<file path="src/rtl/game_pkg.sv">
// Shared game constants and state codes used by the sequencer, renderer and physics block.
package game_pkg;

  typedef enum logic [2:0] {
    S_RUNNING   = 3'd0,
    S_GAME_OVER = 3'd1,
    S_WIN       = 3'd2,
    S_READY     = 3'd3
  } game_state_t;

  localparam int LAVA_Y      = 380;
  localparam int PLAYER_SIZE = 16;
  localparam int WALL_WIDTH  = 10;
  localparam int GOAL_X0     = 580;
  localparam int GOAL_X1     = 630;
  localparam int GOAL_Y      = 355;
  localparam int SCREEN_W    = 640;

endpackage

</file>
<file path="src/rtl/rise_detect.sv">
// Rising-edge detector: one delay flop and an AND, pulse is combinational.
module rise_detect (
  input  logic clk,
  input  logic rst,
  input  logic level,
  output logic rise
);

  logic level_d;

  always_ff @(posedge clk) begin
    if (rst) level_d <= 1'b0;
    else     level_d <= level;
  end

  assign rise = level & ~level_d;

endmodule

</file>
<file path="src/rtl/game_sequencer.sv">
// Frame-rate game FSM: advances the lava wall and resolves death/win once per frame tick.
module game_sequencer #(
  parameter logic [9:0] WALL_START_X     = 10'd0,
  parameter int         WALL_WIDTH       = game_pkg::WALL_WIDTH,
  parameter int         WALL_STEP_FRAMES = 4,
  parameter int         PLAYER_SIZE      = game_pkg::PLAYER_SIZE,
  parameter int         LAVA_Y           = game_pkg::LAVA_Y,
  parameter int         GOAL_X0          = game_pkg::GOAL_X0,
  parameter int         GOAL_X1          = game_pkg::GOAL_X1,
  parameter int         GOAL_Y           = game_pkg::GOAL_Y,
  parameter int         END_HOLD_FRAMES  = 120
) (
  input  logic       clk,
  input  logic       rst,
  input  logic       frame_tick,
  input  logic       start_btn,
  input  logic [9:0] player_x,
  input  logic [9:0] player_y,
  output logic [2:0] game_state,
  output logic [9:0] lava_wall_x,
  output logic       player_reset
);

  import game_pkg::*;

  localparam logic [15:0] STEP_LAST = 16'(WALL_STEP_FRAMES - 1);
  localparam logic [15:0] HOLD_LAST = 16'(END_HOLD_FRAMES - 1);
  localparam logic [9:0]  WALL_MAX  = 10'(SCREEN_W - WALL_WIDTH);

  game_state_t state_q;
  logic [9:0]  wall_q;
  logic [15:0] step_cnt;
  logic [15:0] hold_cnt;
  logic        start_pending;
  logic        start_rise;
  logic        preset_q;

  logic [10:0] px, wall_edge, py_bot, px_right;
  logic        death, win;

  rise_detect u_start_edge (
    .clk   (clk),
    .rst   (rst),
    .level (start_btn),
    .rise  (start_rise)
  );

  // Positions widened to 11 bits so the sums never wrap.
  always_comb begin
    px        = {1'b0, player_x};
    wall_edge = {1'b0, wall_q} + 11'(WALL_WIDTH);
    py_bot    = {1'b0, player_y} + 11'(PLAYER_SIZE);
    px_right  = px + 11'(PLAYER_SIZE);
    death     = (px < wall_edge) || (py_bot > 11'(LAVA_Y));
    win       = (px_right > 11'(GOAL_X0)) && (px <= 11'(GOAL_X1)) &&
                (py_bot >= 11'(GOAL_Y)) && (py_bot <= 11'(GOAL_Y + 5));
  end

  always_ff @(posedge clk) begin
    if (rst) begin
      state_q       <= S_READY;
      wall_q        <= WALL_START_X;
      step_cnt      <= '0;
      hold_cnt      <= '0;
      start_pending <= 1'b0;
      preset_q      <= 1'b0;
    end else begin
      preset_q <= 1'b0;
      if (start_rise && (state_q == S_READY || state_q == S_RUNNING))
        start_pending <= 1'b1;

      if (frame_tick) begin
        case (state_q)
          S_READY: begin
            wall_q <= WALL_START_X;
            if (start_pending) begin
              state_q       <= S_RUNNING;
              start_pending <= 1'b0;
              step_cnt      <= '0;
              preset_q      <= 1'b1;
            end
          end
          S_RUNNING: begin
            if (death || win) begin
              state_q       <= death ? S_GAME_OVER : S_WIN;
              hold_cnt      <= '0;
              start_pending <= 1'b0;
            end else if (step_cnt == STEP_LAST) begin
              step_cnt <= '0;
              if (wall_q < WALL_MAX) wall_q <= wall_q + 10'd1;
            end else begin
              step_cnt <= step_cnt + 16'd1;
            end
          end
          S_GAME_OVER, S_WIN: begin
            start_pending <= 1'b0;
            if (hold_cnt == HOLD_LAST) begin
              state_q  <= S_READY;
              wall_q   <= WALL_START_X;
              hold_cnt <= '0;
              preset_q <= 1'b1;
            end else begin
              hold_cnt <= hold_cnt + 16'd1;
            end
          end
          default: state_q <= S_READY;
        endcase
      end else if (state_q == S_GAME_OVER || state_q == S_WIN) begin
        start_pending <= 1'b0;
      end
    end
  end

  assign game_state   = state_q;
  assign lava_wall_x  = wall_q;
  assign player_reset = preset_q;

endmodule

</file>
<file path="config.mk">
export PLATFORM = sky130hd
export DESIGN_NAME = game_sequencer
export DESIGN_NICKNAME = d
export VERILOG_FILES = /design/src/rtl/game_pkg.sv /design/src/rtl/rise_detect.sv /design/src/rtl/game_sequencer.sv
export SDC_FILE = /design/constraint.sdc
export NUM_CORES = 1
export LEC_CHECK = 0
export ABC_CLOCK_PERIOD_IN_PS = 3900
export CORE_MARGIN = 2
export CORE_UTILIZATION = 45
export CTS_CLUSTER_SIZE = 28
export DETAILED_ROUTE_END_ITERATION = 10
export PLACE_DENSITY = 0.66
export REMOVE_ABC_BUFFERS = 1
export SLEW_MARGIN = 0
export SYNTH_ARGS = -nofsm -noshare
export SYNTH_HDL_FRONTEND = slang
export SYNTH_HIERARCHICAL = 1
export SYNTH_SLANG_ARGS = --single-unit
</file>
<file path="constraint.sdc">
create_clock -name clk -period 3.9 [get_ports clk]
set_input_delay 0.585 -clock clk [delete_from_list [all_inputs] [get_ports clk]]
set_output_delay 0.585 -clock clk [all_outputs]
set_load 0.02 [all_outputs]
</file>
# == Word-level counts from Yosys, hierarchy flattened ==
# Index checks and enable logic that the tools add are counted.
# word_totals
reg_bits,48
output_inout_bits,14
# classes
n_bitwise,3
add_sub_neg,6
mux,26
reduce_logical,18
order_cmp,7
n_eq_ne,11
# ops
operator,count
16-bit two-way mux,5
16-bit case mux with 2 select lines,2
10-bit two-way mux,4
16-bit by 1-bit adder with 16-bit output (second input constant),2
10-bit case mux with 3 select lines,1
10-bit by 5-bit adder with 11-bit output (second input constant),2
16-bit by 2-bit equality test with 1-bit output (second input constant),1
16-bit by 7-bit equality test with 1-bit output (second input constant),1
10-bit by 4-bit adder with 11-bit output (second input constant),1
11-bit by 9-bit greater-or-equal comparator with 1-bit output (second input constant),1
11-bit by 10-bit greater-than comparator with 1-bit output (second input constant),1
11-bit by 9-bit greater-than comparator with 1-bit output (second input constant),1
11-bit by 9-bit less-or-equal comparator with 1-bit output (second input constant),1
10-bit by 11-bit less-than comparator with 1-bit output,1
10-bit by 1-bit adder with 10-bit output (second input constant),1
10-bit less-or-equal comparator (second input constant),1
10-bit less-than comparator (second input constant),1
3-bit two-way mux,3
3-bit case mux with 3 select lines,1
4-bit AND reduction,2
1-bit two-way mux,7
3-bit by 2-bit equality test with 1-bit output (second input constant),2
2-bit by 1-bit != test with 1-bit output (second input constant),3
2-bit != test (second input constant),3
14 further kinds,23

# == Logic depth before layout (Yosys ltp) ==
# Gate-level depths: netlist of the first run.
# logic_depth
depth_word,9
mapped_depth,13

# == Cells and area by module ==
# Netlist of the first run, hierarchy kept.
# by_module_without_submodules
module,seq_area_each_um2,cells_per_inst,area_each_um2,n_inst
game_sequencer,920.9,452,3641.0,1
rise_detect,20.0,3,47.5,1

# == Worst setup path before layout of the first run ==
# No wires, ideal clock.
# synth_timing
kind,reg2reg
start,"register wall_q[1], in the netlist lava_wall_x[1]"
end,register hold_cnt[14]
stages_incl_launch_ff,14
path_buffers,1
t_arrival_ps,2910
required_ps,3807
slack_ps,897
path_cell_list,dfxtp_1 -> ha_1 -> nor2_1 -> nor2_1 -> nand4_1 -> xor2_1 -> ha_1 -> nand3_1 -> a211o_1 -> a31oi_1 -> o211a_1 -> buf_2 -> a211oi_1 -> o32ai_1
# synth_between
elab_chain_cells,6
# synth_lines
item,line,source
start: declaration,game_sequencer.sv:31,logic [9:0] wall_q;
start signal: assignment,game_sequencer.sv:90,if (wall_q < WALL_MAX) wall_q <= wall_q + 10'd1;
10-bit by 4-bit adder with 11-bit output,game_sequencer.sv:51,"wall_edge = {1'b0, wall_q} + 11'(WALL_WIDTH);"
10-bit by 11-bit less-than comparator with 1-bit output,game_sequencer.sv:54,death = (px < wall_edge) || (py_bot > 11'(LAVA_Y));
1-bit logical OR,game_sequencer.sv:54,
1-bit logical OR,game_sequencer.sv:84,if (death || win) begin
2-bit by 1-bit != test with 1-bit output (no source line),--,
3-bit AND reduction (no source line),--,
end signal: assignment,game_sequencer.sv:103,hold_cnt <= hold_cnt + 16'd1;
end: declaration,game_sequencer.sv:33,logic [15:0] hold_cnt;
# No other way between the ends.
# A chain may end at the register's enable or synchronous reset.

# == Worst setup path after layout of the first run ==
# layout_timing
start,"register wall_q[2], in the netlist lava_wall_x[2]"
end,register hold_cnt[14]
# The elaborated chain is that of the path after synthesis.

==> results.toml, run 1 <==
[status]
status = "finished, final reports clean"

[layout]
final.fill_count = 791
seqCellArea_sq_um = 941
final_nets = 524
n_antenna_cell = 0
multi_input_area_sq_um = 2530
drive_gt1_share_pct = 9.75
design_area_sq_um = 4260
syn_to_final_growth_pct = 15.4

[detailed_routing]
drcViolationCount = 0
drt_iter0_drc = 242
vias_per_cell = 6.21
firstDrtPassIters = 5
num_vias = 3647
totalWireLength_mm = 9.57
wl_per_cell_um = 16.3
postRouteAntennaNets = 0

[yosys]
ys_seq_elements = 47
synth_area_leaders = "dfxtp_1 26%, ha_1 6.4%, nand2_1 4.3%"
synthDominantCellAreaShare_pct = 25.5
synth-simple-area-share_pct = 28.8
ys_top_cells_by_count = "47 x dfxtp_1, 42 x nand2_1, 30 x nor2_1"
synthFlopType = "dfxtp_1"
synth_edf_count = 0
yosys_warnings = 6
synth-adder-area-share_pct = 6.45
synth_most_common_cell = "dfxtp_1"
ys_types = 71
synth_top_family_by_area = "compound AO/OA/AOI/OAI gates"
synthMuxAreaShare_pct = 0.814
avgSynthCellArea_sq_um = 8.11
synth_compound_area_share_pct = 30.5
async_flop_share_pct = 0
netlist_instances = 455
synthXorXnorAreaFrac_pct = 1.90
synth-seq-area-share_pct = 25.5
synth_top_cell_by_area = "dfxtp_1"
netlist_area_sq_um = 3690

[floorplanning]
ios = 38
initial_core_util_pct = 45.6
core_sq_um = 8090
die_h_um = 94.5
die_w_um = 94.5
row_count = 33
dieArea_sq_um = 8940

[sta]
setup_tns_ns = 0
fmax_ghz = 0.290
worst_slew_pin_slew_ns = 0.578
hold_slack_ns = 0.484
finalClockSkew_ns = 0.00770
rsz0062_at_grt = "no"
setup_viol = 0
setup_ws_ns = 0.456
slew_headroom_pct = 61.4
period_share_pct = 88.3
final.min_clock_period_ns = 3.44
maxSlewViolCount = 0
hold_viol_final = 0

[place]
place_area_sq_um = 4140
routabilityCongestion = 0.839
dp_hpwl_mm = 6.94
io_buffers = 36
dp_slack_ns = 0.379

[global_routing]
grt_pass1_vias = 3352
grt_antenna_before_repair = 0
grt_start_max_net_pins = 23
gr-total-overflow = 0
grt_use_total_pct = 21.4
grt_pass1_wl_mm = 15.6

[worst_setup_path]
path_class = "reg -> reg"
critical_path_required_ns = 4.11
endpoint_kind = "flip-flop"
worstPathArrival_ns = 3.66
cp-start-kind = "flip-flop"
crit_fanout = 15

[clocking]
clk_latency_ns = 0.31
clkSlewWorstSetupHoldPaths_ns = 0.09
cts_sinks = 47
clk_path_buf_depth = 2
cts-root-buf = "clkbuf_8"
cts_tree = "yes"
htreeDepth = 2
cts_buffers = 5
cts_resized = 0
ctsHoldBuffers = 0
cts_setup_buffers = 0

[power_and_ir_drop]
p_leak_nw = 1.48
irDropWorstVdd_v = 0.000202
power_density_nw_per_um2 = 339

[hold_path]
hp-class = "reg -> reg"

[flow_run]
maxCapViolations = 0
state kept, by name (all words and copies together) (netlist names):
signal and flops:
step_cnt 16, u_start_edge/level_d 1, hold_cnt 16, game_state 2, start_pending 1, lava_wall_x 10
player_reset 1
where the power goes:
part	switching (mW)	internal (mW)
logic	0.364	0.182
clock network	0.175	0.208
registers	0.0166	0.496
total	0.555	0.886
kinds of logic after synthesis:
group,Yosys count
XOR/XNOR,8
buffers and inverters,49
AO/OA/AOI/OAI,138
flip-flops,47
multiplexers,3
other,1
adder cells (fa/ha/maj),19
AND/OR/NAND/NOR,190
critical path: stages, from the launching register on:
cell      delay, ns
dfxtp_1        0.51
ha_1           0.33
nor2_1         0.06
nor2_1         0.15
nand4_1        0.12
xor2_1         0.18
ha_1           0.30
nand3_1        0.08
a211o_1        0.25
a31oi_1        0.38
o211a_1        0.39
buf_4          0.30
a211oi_1       0.07
o32ai_1        0.24
through the flow:
step,total power [mW],utilization [%],cells
after global placement,1.05,51.2,579
after detailed placement,1.07,51.2,579
after floorplan,0.865,-,422
final,1.44,52.6,587
after CTS,1.44,52.6,587
after global routing,1.51,52.6,587
cell usage in the layout (no fill, tap or decap), types with 3 or more instances in the layout:
cell type and n:
nor4_1 7, dfxtp_1 47, nand4_1 17, nor2_1 30, clkbuf_8 6, nor3_1 8, buf_4 16, o21ai_0 13
o311ai_2 5, mux2i_1 3, o311ai_1 5, nand3_1 21, nor2b_1 3, a21o_1 3, o41ai_2 6, o211ai_1 9
nand2b_1 15, o311ai_0 3, a211oi_1 3, o21ai_1 5, or4_1 9, ha_1 19, nand2_1 42, a21oi_1 20
inv_1 16, or3_1 5, nor3b_1 3, a31oi_1 19, a41oi_1 11, clkdlybuf4s50_1 36, and3_1 10, xor2_1 6
and2_1 4, o31ai_1 4
path summary, 6_finish.rpt:
path / cells past startpoint / slack [ns] / from / endpoint
max: 13 / 0.46 / lava_wall_x[2] / hold_cnt[14]
min: 1 / 0.48 / step_cnt[15] / step_cnt[15]
max reg2reg: 13 / 0.46 / lava_wall_x[2] / hold_cnt[14]
min reg2reg: 1 / 0.48 / step_cnt[15] / step_cnt[15]
area by class of cell:
| class | instances | share of cell area (%) |
|---|---|---|
| clock inverters | 2 | 0.823 |
| multi-input cells | 359 | 59.4 |
| clock buffers | 6 | 1.94 |
| flip-flops and latches | 47 | 22.1 |
| repair buffers | 52 | 11.3 |
| well taps | 105 | 3.09 |
| inverters | 16 | 1.41 |
metal layers:
layer	up-vias	wire length (um)	part of all wire (%)	track usage, %
met1	1745	4610	48	28.8
li1	1815	-	-	-
met2	79	4450	46	35.8
met4	0	80	0.84	5.56
met3	8	428	4.5	3.11
met5	-	0	0	0
Note: power is estimated with default switching activity, not from simulation.
==> run 2, diff against run 1 <==
--- a/config.mk
+++ b/config.mk
@@ -10,6 +10,7 @@
 export CORE_UTILIZATION = 45
 export CTS_CLUSTER_SIZE = 28
 export DETAILED_ROUTE_END_ITERATION = 10
+export MAX_ROUTING_LAYER = met4
 export PLACE_DENSITY = 0.66
 export REMOVE_ABC_BUFFERS = 1
 export SLEW_MARGIN = 0
==> results.toml, run 2 (synthesis results as in run 1) <==
[clocking]
cts_setup_buffers = 0
cts_resized = 0
cts_sinks = 47
clkSlewWorstSetupHoldPaths_ns = 0.09
htreeDepth = 2
ctsHoldBuffers = 0
clk_latency_ns = 0.30
cts_tree = "yes"
cts-root-buf = "clkbuf_8"
cts_buffers = 5
clk_path_buf_depth = 2

[layout]
n_antenna_cell = 0
final_core_util_pct = 52.6
syn_to_final_growth_pct = 15.4
final_nets = 524
design_area_sq_um = 4260
final_cell_mix = "47 x dfxtp_1, 42 x nand2_1, 36 x clkdlybuf4s50_1, 30 x nor2_1, 21 x nand3_1"
drive_gt1_share_pct = 9.75
final.fill_count = 791
final_common_cell = "dfxtp_1"
final_cells = 587

[detailed_routing]
top_layer_used = "met4"
drcViolationCount = 0
wl_met2_mm = 4.44
drt_iter0_drc = 220
vias_per_cell = 6.20
wl_per_cell_um = 16.4
num_vias = 3638
postRouteAntennaNets = 0
totalWireLength_mm = 9.60
firstDrtPassIters = 5
wl_met1_mm = 4.61
wl_met3_um = 449

[floorplanning]
dieArea_sq_um = 8940
initial_core_util_pct = 45.6
die_w_um = 94.5
die_h_um = 94.5
row_count = 33
core_sq_um = 8090
ios = 38

[sta]
final.min_clock_period_ns = 3.43
hold_slack_ns = 0.484
finalClockSkew_ns = 0.00662
maxSlewViolCount = 0
fmax_ghz = 0.291
period_share_pct = 88.1
setup_ws_ns = 0.465
worst_slew_pin_slew_ns = 0.579
hold_viol_final = 0
setup_viol = 0
slew_headroom_pct = 61.3
rsz0062_at_grt = "no"
setup_tns_ns = 0

[place]
io_buffers = 36
placed_cells = 579
place_area_sq_um = 4140
routabilityCongestion = 0.852
dp_slack_ns = 0.379
dp_hpwl_mm = 6.94

[worst_setup_path]
crit_fanout = 15
endpoint_kind = "flip-flop"
cp-start-kind = "flip-flop"
path_class = "reg -> reg"
critical_path_required_ns = 4.11
worstPathArrival_ns = 3.65

[global_routing]
grt_pass1_vias = 3347
grt_antenna_before_repair = 0
grt_start_max_net_pins = 23
grt_pass1_wl_mm = 15.6
grt_use_total_pct = 22.0
gr-total-overflow = 0

[power_and_ir_drop]
power_density_nw_per_um2 = 338
irDropWorstVdd_v = 0.000202
p_leak_nw = 1.48
p_total_mw = 1.44

[status]
status = "finished, final reports clean"

[flow_run]
maxCapViolations = 0

[hold_path]
hp-class = "reg -> reg"
-- run 2: cell counts in the layout (fill, tap and decap cells not counted) --
Identical to the previous run, type by type.
-- run 2: layout make-up --
cell class,count,area (sq um),share of cell area [%]
clock inverters,2,35.0,0.823
well taps,105,131,3.09
repair buffers,52,480,11.3
flip-flops and latches,47,941,22.1
multi-input cells,359,2530,59.4
inverters,16,60.1,1.41
clock buffers,6,82.6,1.94
-- run 2: critical path: stages, from the launching register on --
cell      delay [ns]
dfxtp_1         0.51
ha_1            0.33
nor2_1          0.06
nor2_1          0.15
nand4_1         0.12
xor2_1          0.18
ha_1            0.30
nand3_1         0.08
a211o_1         0.25
a31oi_1         0.38
o211a_1         0.39
buf_4           0.30
a211oi_1        0.07
o32ai_1         0.24
-- run 2: worst paths after layout --
check	slack, ns	startpoint	depth (start not counted)	end
setup / recovery	0.47	lava_wall_x[2]	13	hold_cnt[14]
hold / removal	0.48	step_cnt[15]	1	step_cnt[15]
setup reg to reg	0.47	lava_wall_x[2]	13	hold_cnt[14]
hold reg to reg	0.48	step_cnt[15]	1	step_cnt[15]
-- run 2: metal layers --
metal	GRT usage, %	up-vias
li1	-	1815
met1	28.9	1704
met2	35.7	107
met3	3.11	12
met4	5.56	0
met5	-	-
-- run 2: power breakdown --
group	switching, mW	internal, mW	total (mW)
Clock	0.172	0.208	0.380
Sequential	0.0168	0.496	0.513
Combinational	0.364	0.182	0.547
Total	0.553	0.886	1.44
==> run 3, diff against run 2 <==
--- a/config.mk
+++ b/config.mk
@@ -5,7 +5,8 @@
 export SDC_FILE = /design/constraint.sdc
 export NUM_CORES = 1
 export LEC_CHECK = 0
-export ABC_CLOCK_PERIOD_IN_PS = 3900
+export ABC_CLOCK_PERIOD_IN_PS = 3600
+export CORE_ASPECT_RATIO = 1.75
 export CORE_MARGIN = 2
 export CORE_UTILIZATION = 45
 export CTS_CLUSTER_SIZE = 28
==> constraint.sdc (replaced) <==
create_clock -name clk -period 3.6 [get_ports clk]
set_input_delay 0.54 -clock clk [delete_from_list [all_inputs] [get_ports clk]]
set_output_delay 0.54 -clock clk [all_outputs]
set_load 0.02 [all_outputs]
==> results.toml, run 3 (synthesis results as in run 1) <==
[clocking]
ctsHoldBuffers = 0
cts_tree = "yes"
cts-root-buf = "clkbuf_16"
clk_path_buf_depth = 2
clk_latency_ns = 0.29
htreeDepth = 2
clkSlewWorstSetupHoldPaths_ns = 0.07
cts_sinks = 47
cts_setup_buffers = 0
cts_buffers = 5
cts_resized = 0

[place]
dp_hpwl_mm = 7.01
io_buffers = 36
dp_slack_ns = 0.185
routabilityCongestion = 0.863

[power_and_ir_drop]
switching_share_pct = 36.8
internal-power_mw = 1.09
p_leak_nw = 1.52
sequentialPowerShare_pct = 32.2
clockPowerShare_pct = 32.8
power_density_nw_per_um2 = 397
p_sw_uw = 631
combPwrFrac_pct = 35.0
irDropWorstVdd_v = 0.000342

[sta]
period_share_pct = 91.0
fmax_ghz = 0.305
rsz0062_at_grt = "no"
hold_viol_final = 0
setup_tns_ns = 0
final.min_clock_period_ns = 3.28
setup_ws_ns = 0.325
setup_viol = 0
maxSlewViolCount = 0
slew_headroom_pct = 46.2
worst_slew_pin_slew_ns = 0.807
finalClockSkew_ns = 0.00585
hold_slack_ns = 0.478

[worst_setup_path]
cp-start-kind = "flip-flop"
endpoint_kind = "flip-flop"
reg2reg_slack_ns = 0.32
worstPathArrival_ns = 3.44
worstReg2RegStart = "lava_wall_x[3]"
crit_fanout = 18
critical_path_required_ns = 3.76
crit_path_end = "step_cnt[11]"
crit_start = "lava_wall_x[3]"
worstRegToRegCells = 12
path_class = "reg -> reg"
reg2reg_to = "step_cnt[11]"

[layout]
syn_to_final_growth_pct = 17.3
final.fill_count = 767
n_antenna_cell = 0
final_core_util_pct = 54.3
drive_gt1_share_pct = 10.1
final_cell_mix = "47 x dfxtp_1, 42 x nand2_1, 36 x clkdlybuf4s50_1, 30 x nor2_1, 21 x nand3_1"
final_common_cell = "dfxtp_1"
final_nets = 526
multi_input_area_sq_um = 2530
seqCellArea_sq_um = 941

[floorplanning]
dieArea_sq_um = 8970
die_h_um = 124
initial_core_util_pct = 46.3
ios = 38
row_count = 43
core_sq_um = 7960
die_w_um = 72.4

[detailed_routing]
totalWireLength_mm = 9.74
num_vias = 3649
firstDrtPassIters = 4
drcViolationCount = 0
postRouteAntennaNets = 0
vias_per_cell = 6.36
wl_per_cell_um = 17.0
drt_iter0_drc = 282

[global_routing]
gr-total-overflow = 0
grt_antenna_before_repair = 0
grt_pass1_vias = 3541
grt_pass1_wl_mm = 16.4
grt_use_total_pct = 23.2
grt_start_max_net_pins = 25

[hold_path]
hp-class = "reg -> reg"

[flow_run]
maxCapViolations = 0

[status]
status = "finished, final reports clean"
## run 3: cell types whose count changed in the layout (fill, tap and decap cells not counted), sizes merged
cell,previous run,this run
buf,16,18
clkinv,1,0
inv,16,17
## run 3: worst max-delay path, cell delays in order (launching register included)
cell and delay (ns):
dfxtp_1 0.60, nor2_1 0.10, nor2_1 0.15, nand4_1 0.12, xor2_1 0.19, ha_1 0.31
nand3_1 0.08, a211o_1 0.25, a31oi_1 0.37, o211a_1 0.28, buf_12 0.16, a21bo_1 0.38
a31oi_1 0.14
## run 3: power by group through the flow
stage | sequential [mW] | combinational, mW | clock, mW
after CTS | 0.554 | 0.598 | 0.574
after floorplan | 0.576 | 0.362 | 0
after detailed placement | 0.566 | 0.595 | 0
after global routing | 0.559 | 0.657 | 0.596
final | 0.553 | 0.600 | 0.563
after global placement | 0.564 | 0.582 | 0
## run 3: final cells by class
| cell class | count | area share [%] |
|---|---|---|
| multi-input cells | 359 | 58.4 |
| flip-flops and latches | 47 | 21.7 |
| repair buffers | 54 | 11.7 |
| clock buffers | 6 | 3.21 |
| well taps | 90 | 2.60 |
| inverters | 16 | 1.39 |
| clock inverters | 2 | 0.896 |
## run 3: worst min path at each step
stage	start	end	slack (ns)	cells past startpoint
floorplan	step_cnt[15]	step_cnt[15]	0.44	1
global placement	step_cnt[15]	step_cnt[15]	0.46	1
detailed placement	step_cnt[15]	step_cnt[15]	0.47	1
CTS	step_cnt[15]	step_cnt[15]	0.48	1
global route	step_cnt[15]	step_cnt[15]	0.51	1
finish	step_cnt[15]	step_cnt[15]	0.48	1
## run 3: per-layer routing
metal	GRT usage, %	wire, um
met5	-	0
met4	8.33	151
met3	2.51	275
met2	41.7	5250
met1	26.3	4060
## run 3: metrics by stage
step           cell area [sq um]  total power [mW]  instances
6_report                    4330              1.72        574
2_1_floorplan               3530             0.937        422
4_1_cts                     4330              1.73        574
5_1_grt                     4330              1.81        574
3_3_place_gp                4150              1.15        566
3_5_place_dp                4150              1.16        566
